**src/rtl/mii_mgmt_master.sv**
```systemverilog
// Clause 22 MDIO management master: serialises single read/write commands and
// runs an optional background link-status scan over a range of PHY addresses.
module mii_mgmt_master #(
  parameter int DIV_W  = 8,
  parameter int DATA_W = 16
) (
  input  logic              wb_clk_i,
  input  logic              wb_rst_i,
  input  logic [DIV_W-1:0]  divider,
  input  logic              no_pre,
  input  logic              cmd_valid,
  output logic              cmd_ready,
  input  logic              cmd_write,
  input  logic [4:0]        cmd_phy,
  input  logic [4:0]        cmd_reg,
  input  logic [DATA_W-1:0] cmd_wdata,
  output logic              rsp_valid,
  output logic [DATA_W-1:0] rsp_rdata,
  output logic              busy,
  input  logic              scan_en,
  input  logic [4:0]        scan_phy_first,
  input  logic [4:0]        scan_phy_last,
  input  logic [4:0]        scan_reg,
  input  logic [DATA_W-1:0] scan_mask,
  output logic              scan_valid,
  output logic [4:0]        scan_phy,
  output logic [DATA_W-1:0] scan_data,
  input  logic              int_clr,
  output logic              int_o,
  output logic              mdc_pad_o,
  output logic              md_pad_o,
  output logic              md_padoe_o,
  input  logic              md_pad_i
);

  typedef enum logic [2:0] {IDLE, PREAMBLE, HEADER, TURN, DATA} state_t;

  state_t             state_reg;
  logic [DIV_W-1:0]   div_reg;
  logic [DIV_W-1:0]   div_cnt_reg;
  logic [5:0]         bit_cnt_reg;
  logic [63:0]        shift_reg;
  logic               no_pre_reg;
  logic               write_reg;
  logic               scan_frame_reg;
  logic               scan_run_reg;
  logic [4:0]         scan_cur_reg;
  logic [4:0]         frame_phy_reg;
  logic [DATA_W-1:0]  rx_reg;

  logic [DIV_W-1:0]   div_eff;
  logic [5:0]         last_bit;
  logic [5:0]         pre_len;
  logic [5:0]         ta_start;
  logic [5:0]         bit_nxt;
  state_t             phase_nxt;
  logic [4:0]         scan_start_phy;
  logic [4:0]         scan_next;
  logic [31:0]        core_frame;
  logic [63:0]        start_frame;

  always_comb begin
    div_eff        = (divider < DIV_W'(2)) ? DIV_W'(2) : divider;
    last_bit       = no_pre_reg ? 6'd31 : 6'd63;
    pre_len        = no_pre_reg ? 6'd0 : 6'd32;
    ta_start       = pre_len + 6'd14;
    bit_nxt        = bit_cnt_reg + 6'd1;
    scan_start_phy = scan_run_reg ? scan_cur_reg : scan_phy_first;
    // Out-of-range or last address wraps; an inverted range degenerates to first.
    scan_next      = (frame_phy_reg < scan_phy_first || frame_phy_reg >= scan_phy_last) ?
                     scan_phy_first : frame_phy_reg + 5'd1;

    phase_nxt = DATA;
    if (bit_nxt < pre_len)
      phase_nxt = PREAMBLE;
    else if (bit_nxt < ta_start)
      phase_nxt = HEADER;
    else if (bit_nxt < ta_start + 6'd2)
      phase_nxt = TURN;

    if (cmd_valid)
      core_frame = {2'b01, cmd_write ? 2'b01 : 2'b10, cmd_phy, cmd_reg,
                    cmd_write ? {2'b10, cmd_wdata} : 18'h0};
    else
      core_frame = {2'b01, 2'b10, scan_start_phy, scan_reg, 18'h0};

    // Short frames are left-aligned so the serialiser always emits from bit 63.
    start_frame = no_pre ? {core_frame, 32'h0} : {32'hFFFF_FFFF, core_frame};
  end

  always_ff @(posedge wb_clk_i) begin
    if (wb_rst_i) begin
      state_reg      <= IDLE;
      div_reg        <= '0;
      div_cnt_reg    <= '0;
      bit_cnt_reg    <= '0;
      shift_reg      <= '0;
      no_pre_reg     <= 1'b0;
      write_reg      <= 1'b0;
      scan_frame_reg <= 1'b0;
      scan_run_reg   <= 1'b0;
      scan_cur_reg   <= '0;
      frame_phy_reg  <= '0;
      rx_reg         <= '0;
      cmd_ready      <= 1'b1;
      rsp_valid      <= 1'b0;
      rsp_rdata      <= '0;
      busy           <= 1'b0;
      scan_valid     <= 1'b0;
      scan_phy       <= '0;
      scan_data      <= '0;
      int_o          <= 1'b0;
      mdc_pad_o      <= 1'b0;
      md_pad_o       <= 1'b0;
      md_padoe_o     <= 1'b0;
    end else begin
      rsp_valid  <= 1'b0;
      scan_valid <= 1'b0;
      if (int_clr)
        int_o <= 1'b0;

      case (state_reg)
        IDLE: begin
          mdc_pad_o   <= 1'b0;
          div_cnt_reg <= '0;
          if (!scan_en)
            scan_run_reg <= 1'b0;
          // The first idle cycle after a frame only re-arms cmd_ready.
          if (!cmd_ready) begin
            cmd_ready <= 1'b1;
          end else if (cmd_valid || scan_en) begin
            state_reg      <= no_pre ? HEADER : PREAMBLE;
            shift_reg      <= start_frame;
            md_pad_o       <= start_frame[63];
            md_padoe_o     <= 1'b1;
            busy           <= 1'b1;
            cmd_ready      <= 1'b0;
            div_reg        <= div_eff;
            bit_cnt_reg    <= '0;
            no_pre_reg     <= no_pre;
            write_reg      <= cmd_valid & cmd_write;
            scan_frame_reg <= ~cmd_valid;
            frame_phy_reg  <= cmd_valid ? cmd_phy : scan_start_phy;
            if (!cmd_valid)
              scan_run_reg <= 1'b1;
          end
        end

        default: begin
          if (div_cnt_reg == div_reg - DIV_W'(1)) begin
            div_cnt_reg <= '0;
            if (!mdc_pad_o) begin
              mdc_pad_o <= 1'b1;
              if (state_reg == DATA)
                rx_reg <= {rx_reg[DATA_W-2:0], md_pad_i};
            end else if (bit_cnt_reg == last_bit) begin
              state_reg  <= IDLE;
              mdc_pad_o  <= 1'b0;
              md_pad_o   <= 1'b0;
              md_padoe_o <= 1'b0;
              busy       <= 1'b0;
              if (scan_frame_reg) begin
                scan_valid   <= 1'b1;
                scan_phy     <= frame_phy_reg;
                scan_data    <= rx_reg;
                scan_cur_reg <= scan_next;
                if ((rx_reg & scan_mask) == '0)
                  int_o <= 1'b1;
              end else begin
                rsp_valid <= 1'b1;
                if (!write_reg)
                  rsp_rdata <= rx_reg;
              end
            end else begin
              mdc_pad_o   <= 1'b0;
              bit_cnt_reg <= bit_nxt;
              shift_reg   <= {shift_reg[62:0], 1'b0};
              md_pad_o    <= shift_reg[62];
              md_padoe_o  <= write_reg || (bit_nxt < ta_start);
              state_reg   <= phase_nxt;
            end
          end else begin
            div_cnt_reg <= div_cnt_reg + DIV_W'(1);
          end
        end
      endcase
    end
  end

endmodule

```
**config.mk**
```make
export PLATFORM = sky130hd
export DESIGN_NAME = mii_mgmt_master
export DESIGN_NICKNAME = d
export VERILOG_FILES = /design/src/rtl/mii_mgmt_master.sv
export SDC_FILE = /design/constraint.sdc
export NUM_CORES = 1
export LEC_CHECK = 0
export ABC_AREA = 1
export ABC_CLOCK_PERIOD_IN_PS = 2600
export CAP_MARGIN = 10
export CORE_ASPECT_RATIO = 0.8
export CORE_MARGIN = 4
export CORE_UTILIZATION = 45
export DETAILED_ROUTE_END_ITERATION = 8
export GPL_ROUTABILITY_DRIVEN = 0
export HOLD_SLACK_MARGIN = 0.06
export PLACE_DENSITY_LB_ADDON = 0.08
export SLEW_MARGIN = 20
export SYNTH_ARGS = -nofsm -noshare
export SYNTH_HDL_FRONTEND = slang
export SYNTH_SLANG_ARGS = --single-unit
```
**constraint.sdc**
```tcl
create_clock -name wb_clk_i -period 2.6 [get_ports wb_clk_i]
set_input_delay 0.39 -clock wb_clk_i [delete_from_list [all_inputs] [get_ports wb_clk_i]]
set_output_delay 0.39 -clock wb_clk_i [all_outputs]
set_load 0.02 [all_outputs]
```
; ---- Yosys cells after proc, flatten, opt, wreduce, memory -nomap -nowiden
; Index checks and enable logic that the tools add are counted.
[word_totals]
reg_bits = 163
in_bits = 73
output_inout_bits = 45
[op_classes]
muxes = 64
n_reduce_logical = 18
n_lt_le_gt_ge = 6
n_eq_ne = 6
n_bitwise = 9
addsub = 6
[ops]
columns = op, count
row1 = two-way mux 63 bit, 6
row2 = two-way mux 64 bit, 1
row3 = two-way mux 6 bit, 8
row4 = two-way mux 1 bit, 32
row5 = two-way mux 30 bit, 1
row6 = two-way mux 3 bit, 9
row7 = < comparator 6 bit, 3
row8 = two-way mux 18 bit, 1
row9 = AND 16 bit, 1
row10 = zero test 16 bit, 1
row11 = two-way mux 5 bit, 3
row12 = AND reduction 5 bit, 3
row13 = adder 8 x 1 -> 8 bit (second input constant), 1
row14 = == test 8 bit, 1
row15 = < comparator 8 x 2 -> 1 bit (second input constant), 1
row16 = two-way mux 8 bit, 1
row17 = AND reduction 4 bit, 2
row18 = subtractor 8 x 1 -> 8 bit (second input constant), 1
row19 = inverter 1 bit, 7
row20 = adder 6 x 1 -> 6 bit (second input constant), 1
row21 = adder 6 x 2 -> 6 bit (second input constant), 1
row22 = adder 6 x 4 -> 6 bit (second input constant), 1
row23 = == test 6 bit, 1
row24 = AND reduction 6 bit, 1
row25 = 15 further kinds, 21

; ---- Depth between registers and ports, before layout
; Gate-level depths: netlist of the first run.
[depth]
word_depth = 11
ltp_mapped = 17
mapped_depth_nobuf = 17

; ---- Worst setup path before layout of the first run
; OpenSTA, ideal clock, no wires.
[synth_timing]
path_type = flip-flop to flip-flop
start = register div_reg[0]
end = register shift_reg[61]
synth_period_minus_slack_ns = 2.043
arrival_time_ns = 1.930
t_required_ns = 2.487
n_path_buf = 2
path_stages_with_launch = 18
setup_time_ns = 0.113
slack_ns = 0.557
cell_sequence = dfxtp_1 > inv_2 > ha_1 > inv_1 > nand2_1 > nand2_1 > nor2_1 > nand2_1 > nor2_1 > nand2_1 > nor2_1 > nand2_1 > nand2_2 > nand3_2 > buf_4 > buf_4 > nor2_1 > nor2_1
[synth_via]
elab_chain_cells = 4
[synth_rtl]
columns = element, line_no
row1 = from (decl), 39  ; logic [DIV_W-1:0] div_reg;
row2 = from (signal assigned), 138  ; div_reg <= div_eff;
row3 = subtractor 8 x 1 -> 8 bit, 150  ; if (div_cnt_reg == div_reg - DIV_W'(1)) begin
row4 = == test 8 bit, 150
row5 = nonzero test 2 bit (no line), --
row6 = AND reduction 5 bit (no line), --
row7 = to (signal assigned), 133  ; shift_reg <= start_frame;
row8 = to (signal assigned), 177  ; shift_reg <= {shift_reg[62:0], 1'b0};
row9 = to (decl), 42  ; logic [63:0] shift_reg;
; Every way passes these cells.
; A chain may end at the register's enable or synchronous reset.

; ---- Final worst setup path of the first run
[layout_timing]
start = register div_reg[0]
end = register shift_reg[17]
; The elaborated chain is that of the path after synthesis.

==> results of run 1 <==
-- timing repair --
action | in CTS | in global routing
resized for setup | 0 | 1
endpoints found under the hold margin | 0 | 0
setup buffers | 0 | 4
setup endpoints to repair | 0 | 8
-- worst max-delay path by stage --
stage	to	slack, ns	from	depth (start not counted)
floorplan	shift_reg[61]$_SDFFE_PP0P_	0.56	div_reg[0]$_SDFFE_PP0P_	17
global placement	shift_reg[30]$_SDFFE_PP0P_	0.23	no_pre	6
detailed placement	shift_reg[30]$_SDFFE_PP0P_	0.22	no_pre	6
CTS	shift_reg[17]$_SDFFE_PP0P_	0.27	div_reg[0]$_SDFFE_PP0P_	16
global route	scan_data[11]$_SDFFE_PP0P_	0.0002	div_reg[0]$_SDFFE_PP0P_	14
finish	shift_reg[17]$_SDFFE_PP0P_	0.26	div_reg[0]$_SDFFE_PP0P_	16
-- where the power goes --
group          internal [mW]  switching (mW)
registers               2.95           0.350
clock network           1.45            1.07
logic                   1.47            2.64
total                   5.87            4.07
-- layout by cell type (no fill, tap or decap), types with 2 or more instances in the layout --
master,n
nand2_2,5
bufinv_16,2
nand4_1,88
clkbuf_16,17
o21ai_0,47
a22oi_1,28
xor2_1,10
clkinvlp_4,6
clkinv_1,2
nor3_2,4
inv_1,256
nand3_1,28
ha_1,15
clkinv_2,2
o22ai_1,10
nor2_1,200
inv_2,2
nor3_1,5
buf_4,32
buf_12,2
a211oi_1,2
inv_6,3
or2_2,2
o211ai_1,6
nand2_1,337
a22o_1,3
o21a_1,6
dfxtp_1,163
o21ai_1,12
a21oi_1,46
clkinv_4,2
xnor2_1,4
clkdlybuf4s50_1,117
-- cell usage after synthesis, types with 2 or more instances --
library cell / instances
o211ai_1: 6
nand3_1: 28
o22ai_1: 10
nand3_2: 2
nand4_1: 88
clkbuf_1: 42
clkinv_1: 2
ha_1: 15
inv_2: 3
o21ai_0: 47
buf_1: 10
a211oi_1: 2
o21ai_1: 12
nand2_1: 338
inv_1: 256
buf_2: 16
nand2_2: 4
buf_6: 3
nor3_1: 5
nor2_1: 200
xor2_1: 10
a22o_1: 3
dfxtp_1: 163
or2_2: 2
a22oi_1: 28
a21oi_1: 46
xnor2_1: 4
nor3_2: 4
o21a_1: 6
buf_4: 3
-- routing by layer --
layer / part of all wire (%) / vias up / routed length, microns / global-route usage (%)
li1: - / 4450 / - / -
met2: 42 / 198 / 9610 / 32.0
met4: 1.2 / 0 / 269 / 4.94
met5: 0 / - / 0 / 0
met1: 51 / 3666 / 11500 / 30.2
met3: 5.7 / 23 / 1290 / 4.11
-- per-stage QoR --
stage | util, % | std cells | total power, mW
5_1_grt | 56.7 | 1733 | 10.8
6_report | 56.7 | 1733 | 9.94
3_5_place_dp | 53.4 | 1697 | 7.44
3_3_place_gp | 53.4 | 1697 | 7.36
2_1_floorplan | - | 1366 | 6.35
4_1_cts | 56.5 | 1729 | 9.99
-- cells by family (layout without fill, tap and decap cells) --
group                      count (synthesis)  count (layout)
adders and majority gates                 15              15
buffers and inverters                    335             444
and+or+nand+nor                          676             676
DFF                                      163             163
xor gates and xnor gates                  14              14
AOI/OAI and AO/OA                        163             163
-- cell type report --
cell class / count / area [sq um] / share of cell area [%]
multi-input cells: 868 / 4150 / 38.6
flip-flops and latches: 163 / 3260 / 30.3
inverters: 261 / 981 / 9.12
well taps: 258 / 323 / 3.00
clock buffers: 18 / 439 / 4.08
clock inverters: 14 / 154 / 1.43
repair buffers: 151 / 1450 / 13.5
-- worst min-delay path: stages, from the launching register on --
cell and delay, ns:
dfxtp_1 0.31, nand2_1 0.06, a21oi_1 0.05
==> impl_metrics.json, run 1 <==
{
  "cp-end-kind": "register",
  "dp_hpwl_microns": 14800,
  "powerDensity_nw_per_um2": 924,
  "rsz0062_at_grt": "false",
  "setup-tns-final_ns": 0,
  "cp_slowest_cell": "buf_4",
  "drive_gt1_share_pct": 5.76,
  "max_cap_violations": 0,
  "layout_min_cycle_time_ns": 2.34,
  "cts_buffers": 17,
  "slew_violations": 0,
  "diodes": 0,
  "grt_pass1_wl_microns": 37300,
  "grt_usage_pct": 20.8,
  "fillCellCount": 1903,
  "yosysTopAreaCellShare_pct": 37.4,
  "hold_violations": 0,
  "holdBufCountCts": 0,
  "finalWorstSetupSlack_ns": 0.258,
  "rows": 45,
  "clock_latency_ns": 0.43,
  "ys_ff_latch": 163,
  "period_share_pct": 90.1,
  "die_area_sq_um": 21700,
  "grt_pass1_vias": 7572,
  "p_leak_nw": 5.02,
  "cts.sinks": 163,
  "yosys_warnings": 0,
  "wl_per_cell_microns": 13.1,
  "slew_headroom_pct": 31.1,
  "die_width_microns": 164,
  "synth_top_family_by_area": "simple AND/OR/NAND/NOR gates",
  "synth.area.top_cells": "dfxtp_1 (37%), nand2_1 (15%), inv_1 (11%)",
  "postSynth.asyncResetShare_pct": 0,
  "synth-xor-area-share_pct": 1.41,
  "clkSlewWorstSetupHoldPaths_ns": 0.07,
  "worst_setup_path_start_kind": "register",
  "fp.dieH_microns": 132,
  "synth_fa_ha_area_share_pct": 2.15,
  "timing.rr.end": "shift_reg[17]$_SDFFE_PP0P_",
  "port-buffer-count": 117,
  "avgSynthCellArea_sq_um": 6.38,
  "synth_nets": 1454,
  "status": "completed",
  "drtPass1Iterations": 5,
  "root_buffer": "clkbuf_16",
  "synth-compound-area-share_pct": 11.0,
  "setup_violations": 0,
  "drc": 0,
  "crit_type": "reg -> reg",
  "viasPerCell": 4.81,
  "core_sq_um": 19000,
  "cts_tree": "done",
  "yosys.area_share.simple_pct": 33.0,
  "cts_buffer_depth": 2,
  "crit_chain": "inv_2, ha_1, inv_1, nand2_1, nand2_1, nor2_1, nand2_1, nor2_1, nand2_1, nor2_1, nand2_1, nand2_2, buf_4, nand4_1, nand2_1, nor2_1",
  "hp-class": "reg -> reg",
  "synth_edf_count": 0,
  "pre_cts_slack_ns": 0.223,
  "hp-start": "md_padoe_o$_SDFFE_PP0P_",
  "path_max_fanout": 37,
  "whs_path_depth": 2,
  "min_to": "md_padoe_o$_SDFFE_PP0P_",
  "place_area_sq_um": 10100,
  "critPathBufInv": 3,
  "ir_drop_mv": 0.633,
  "arrival_ns": 2.67,
  "ys_types": 38,
  "grt_antenna_before_repair": 0,
  "r2r_slack_ns": 0.26,
  "largest_register_ff_count": 63,
  "design_area_sq_um": 10800,
  "grt_max_degree": 70,
  "synth_top_area_cell": "dfxtp_1",
  "netlist_area_sq_um": 8710,
  "grt_overflow": 0,
  "synth_mux_area_share_pct": 0,
  "tightest_slew_ns": 1.03,
  "dr_total_vias": 8337,
  "slowest_delay_ns": 0.37,
  "cpMostUsedCell": "nand2_1",
  "fin_nets": 1550,
  "syn_inst": 1366,
  "start_util_pct": 45.9,
  "r2r-start": "div_reg[0]$_SDFFE_PP0P_",
  "seq_area_frac_synth_pct": 37.4,
  "ioPinCount": 118,
  "synthToLayoutAreaGrowth_pct": 23.5,
  "max_freq_mhz": 427,
  "ys.flop_type": "dfxtp_1",
  "drt_first_iter_violations": 738,
  "crit_family": "simple AND/OR/NAND/NOR gates",
  "h-tree-depth": 4,
  "totalWireLength_microns": 22600,
  "final_antenna_net_count": 0,
  "whs_ns": 0.467,
  "required_ns": 2.93,
  "r2r_cells": 16,
  "worst_clock_skew_ns": 0.00934
}
No activity file was read; power rests on OpenSTA's default activity.
==> run 2: changes to the inputs <==
- CORE_UTILIZATION: 45 -> 35
==> run 2 against run 1 <==
  * Final cell count up 3.4%
  * Maximum frequency down 0.41%
  * Sequential share of layout area down 0.41 points
  * Utilization fell by 12 points
  * Die area rose by 27%
  * Register-to-register slack about the same
  * Highest routed layer unchanged
==> impl_metrics.json, run 2 (same netlist as run 1, synthesis figures left out) <==
{
  "status": "completed",
  "layout_min_cycle_time_ns": 2.35,
  "start_util_pct": 35.7,
  "power_switching_mw": 4.26,
  "layout.cells.non_filler": 1792,
  "largest_register_ff_count": 63,
  "grt_max_degree": 87,
  "wl_per_cell_microns": 13.6,
  "die_width_microns": 184,
  "totalWireLength_microns": 24300,
  "whs_path_depth": 2,
  "worst_setup_path_start_kind": "register",
  "crit_type": "reg -> reg",
  "diodes": 0,
  "ir_drop_mv": 0.489,
  "final_common_cell": "nand2_1",
  "grt_overflow": 0,
  "p_seq_share_pct": 32.9,
  "p_leak_nw": 5.06,
  "die_area_sq_um": 27500,
  "drtPass1Iterations": 5,
  "rsz0062_at_grt": "false",
  "post-place-cells": 1756,
  "grt_usage_pct": 17.6,
  "cts.sinks": 163,
  "worst_clock_skew_ns": 0.0157,
  "whs_ns": 0.473,
  "fin_nets": 1549,
  "r2r_slack_ns": 0.25,
  "root_buffer": "clkbuf_16",
  "period_share_pct": 90.4,
  "cts_tree": "done",
  "h-tree-depth": 4,
  "arrival_ns": 2.68,
  "cts_buffer_depth": 2,
  "path_max_fanout": 17,
  "hold_violations": 0,
  "clock_latency_ns": 0.43,
  "max_cap_violations": 0,
  "final_antenna_net_count": 0,
  "clkSlewWorstSetupHoldPaths_ns": 0.08,
  "fp.dieH_microns": 149,
  "grt_antenna_before_repair": 0,
  "synthToLayoutAreaGrowth_pct": 25.2,
  "grt_pass1_wl_microns": 39600,
  "dp_hpwl_microns": 16100,
  "tightest_slew_ns": 1.11,
  "drive_gt1_share_pct": 5.77,
  "pwr-share-comb_pct": 42.1,
  "required_ns": 2.93,
  "viasPerCell": 4.59,
  "slew_violations": 0,
  "port-buffer-count": 117,
  "r2r_cells": 15,
  "cp-end-kind": "register",
  "rows": 51,
  "setup_violations": 0,
  "cts_buffers": 17,
  "hp-start": "scan_cur_reg[1]$_SDFFE_PP0P_",
  "internal-power_mw": 5.79,
  "slew_headroom_pct": 25.9,
  "drt_first_iter_violations": 507,
  "hp-class": "reg -> reg",
  "core_sq_um": 24400,
  "grt_pass1_vias": 7551,
  "p_sw_share_pct": 42.4,
  "clkPwrFrac_pct": 25.0,
  "r2r-start": "div_reg[1]$_SDFFE_PP0P_",
  "dr_total_vias": 8224,
  "layout_common_cells": "nand2_1 (337), inv_1 (256), nor2_1 (200), dfxtp_1 (162), clkdlybuf4s50_1 (117)",
  "powerDensity_nw_per_um2": 921,
  "timing.rr.end": "rsp_rdata[10]$_SDFFE_PP0P_",
  "drc": 0,
  "ioPinCount": 118,
  "setup-tns-final_ns": 0,
  "max_freq_mhz": 425,
  "min_to": "scan_cur_reg[1]$_SDFFE_PP0P_"
}
[run 2: worst max path at each step]
stage	to	slack [ns]	depth (start not counted)	startpoint
after global routing	rsp_rdata[10]$_SDFFE_PP0P_	0.02	15	div_reg[0]$_SDFFE_PP0P_
after CTS	rsp_rdata[10]$_SDFFE_PP0P_	0.11	14	div_reg[0]$_SDFFE_PP0P_
after global placement	scan_cur_reg[1]$_SDFFE_PP0P_	0.20	11	scan_phy_first[4]
after detailed placement	rsp_rdata[10]$_SDFFE_PP0P_	0.14	14	div_reg[0]$_SDFFE_PP0P_
after floorplan	shift_reg[61]$_SDFFE_PP0P_	0.56	17	div_reg[0]$_SDFFE_PP0P_
final	rsp_rdata[10]$_SDFFE_PP0P_	0.25	15	div_reg[1]$_SDFFE_PP0P_
[run 2: worst max-delay path, cell delays in order, from the launching register on]
cell,delay (ns)
dfxtp_1,0.36
inv_1,0.07
ha_1,0.29
inv_1,0.04
nand2_1,0.05
nand2_1,0.04
nor2_1,0.14
nand3_1,0.10
a21oi_1,0.16
nand3_1,0.14
nor2_4,0.29
buf_4,0.18
buf_12,0.13
nand4_1,0.13
nand2_1,0.09
nor2_1,0.04
[run 2: what timing repair did]
action                                  CTS  global route
endpoints found under the setup margin    0            21
hold buffers                              0             0
setup buffers                             0             4
resized for setup                         0             3
[run 2: cell type report]
cell class,instances,area (sq um)
inverters,261,981
clock inverters,15,159
flip-flops and latches,163,3260
multi-input cells,868,4150
well taps,318,398
repair buffers,150,1530
fillers,2580,13500
clock buffers,17,425
[run 2: layer usage]
layer	track usage (%)	up-vias	part of all wire, %
li1	-	4449	-
met2	25.8	159	41
met1	27.2	3605	53
met4	3.70	0	0.59
met5	0	-	0
met3	3.07	11	4.7
[run 2: stage by stage]
step	instance area (sq um)	power [mW]	setup slack [ns]	util [%]
6_report	10900	10.1	0.249	44.7
5_1_grt	10900	11.0	0.0248	44.7
4_1_cts	10900	10.1	0.110	44.5
3_5_place_dp	10300	7.59	0.136	42.1
3_3_place_gp	10300	7.56	0.203	42.1
2_1_floorplan	8710	6.35	0.557	-
[run 2: power groups by stage]
stage,registers (mW),logic (mW),clock network [mW]
after floorplan,3.26,3.09,0
after global placement,3.35,4.21,0
after detailed placement,3.36,4.23,0
after CTS,3.30,4.25,2.60
after global routing,3.37,4.90,2.69
final,3.31,4.23,2.51
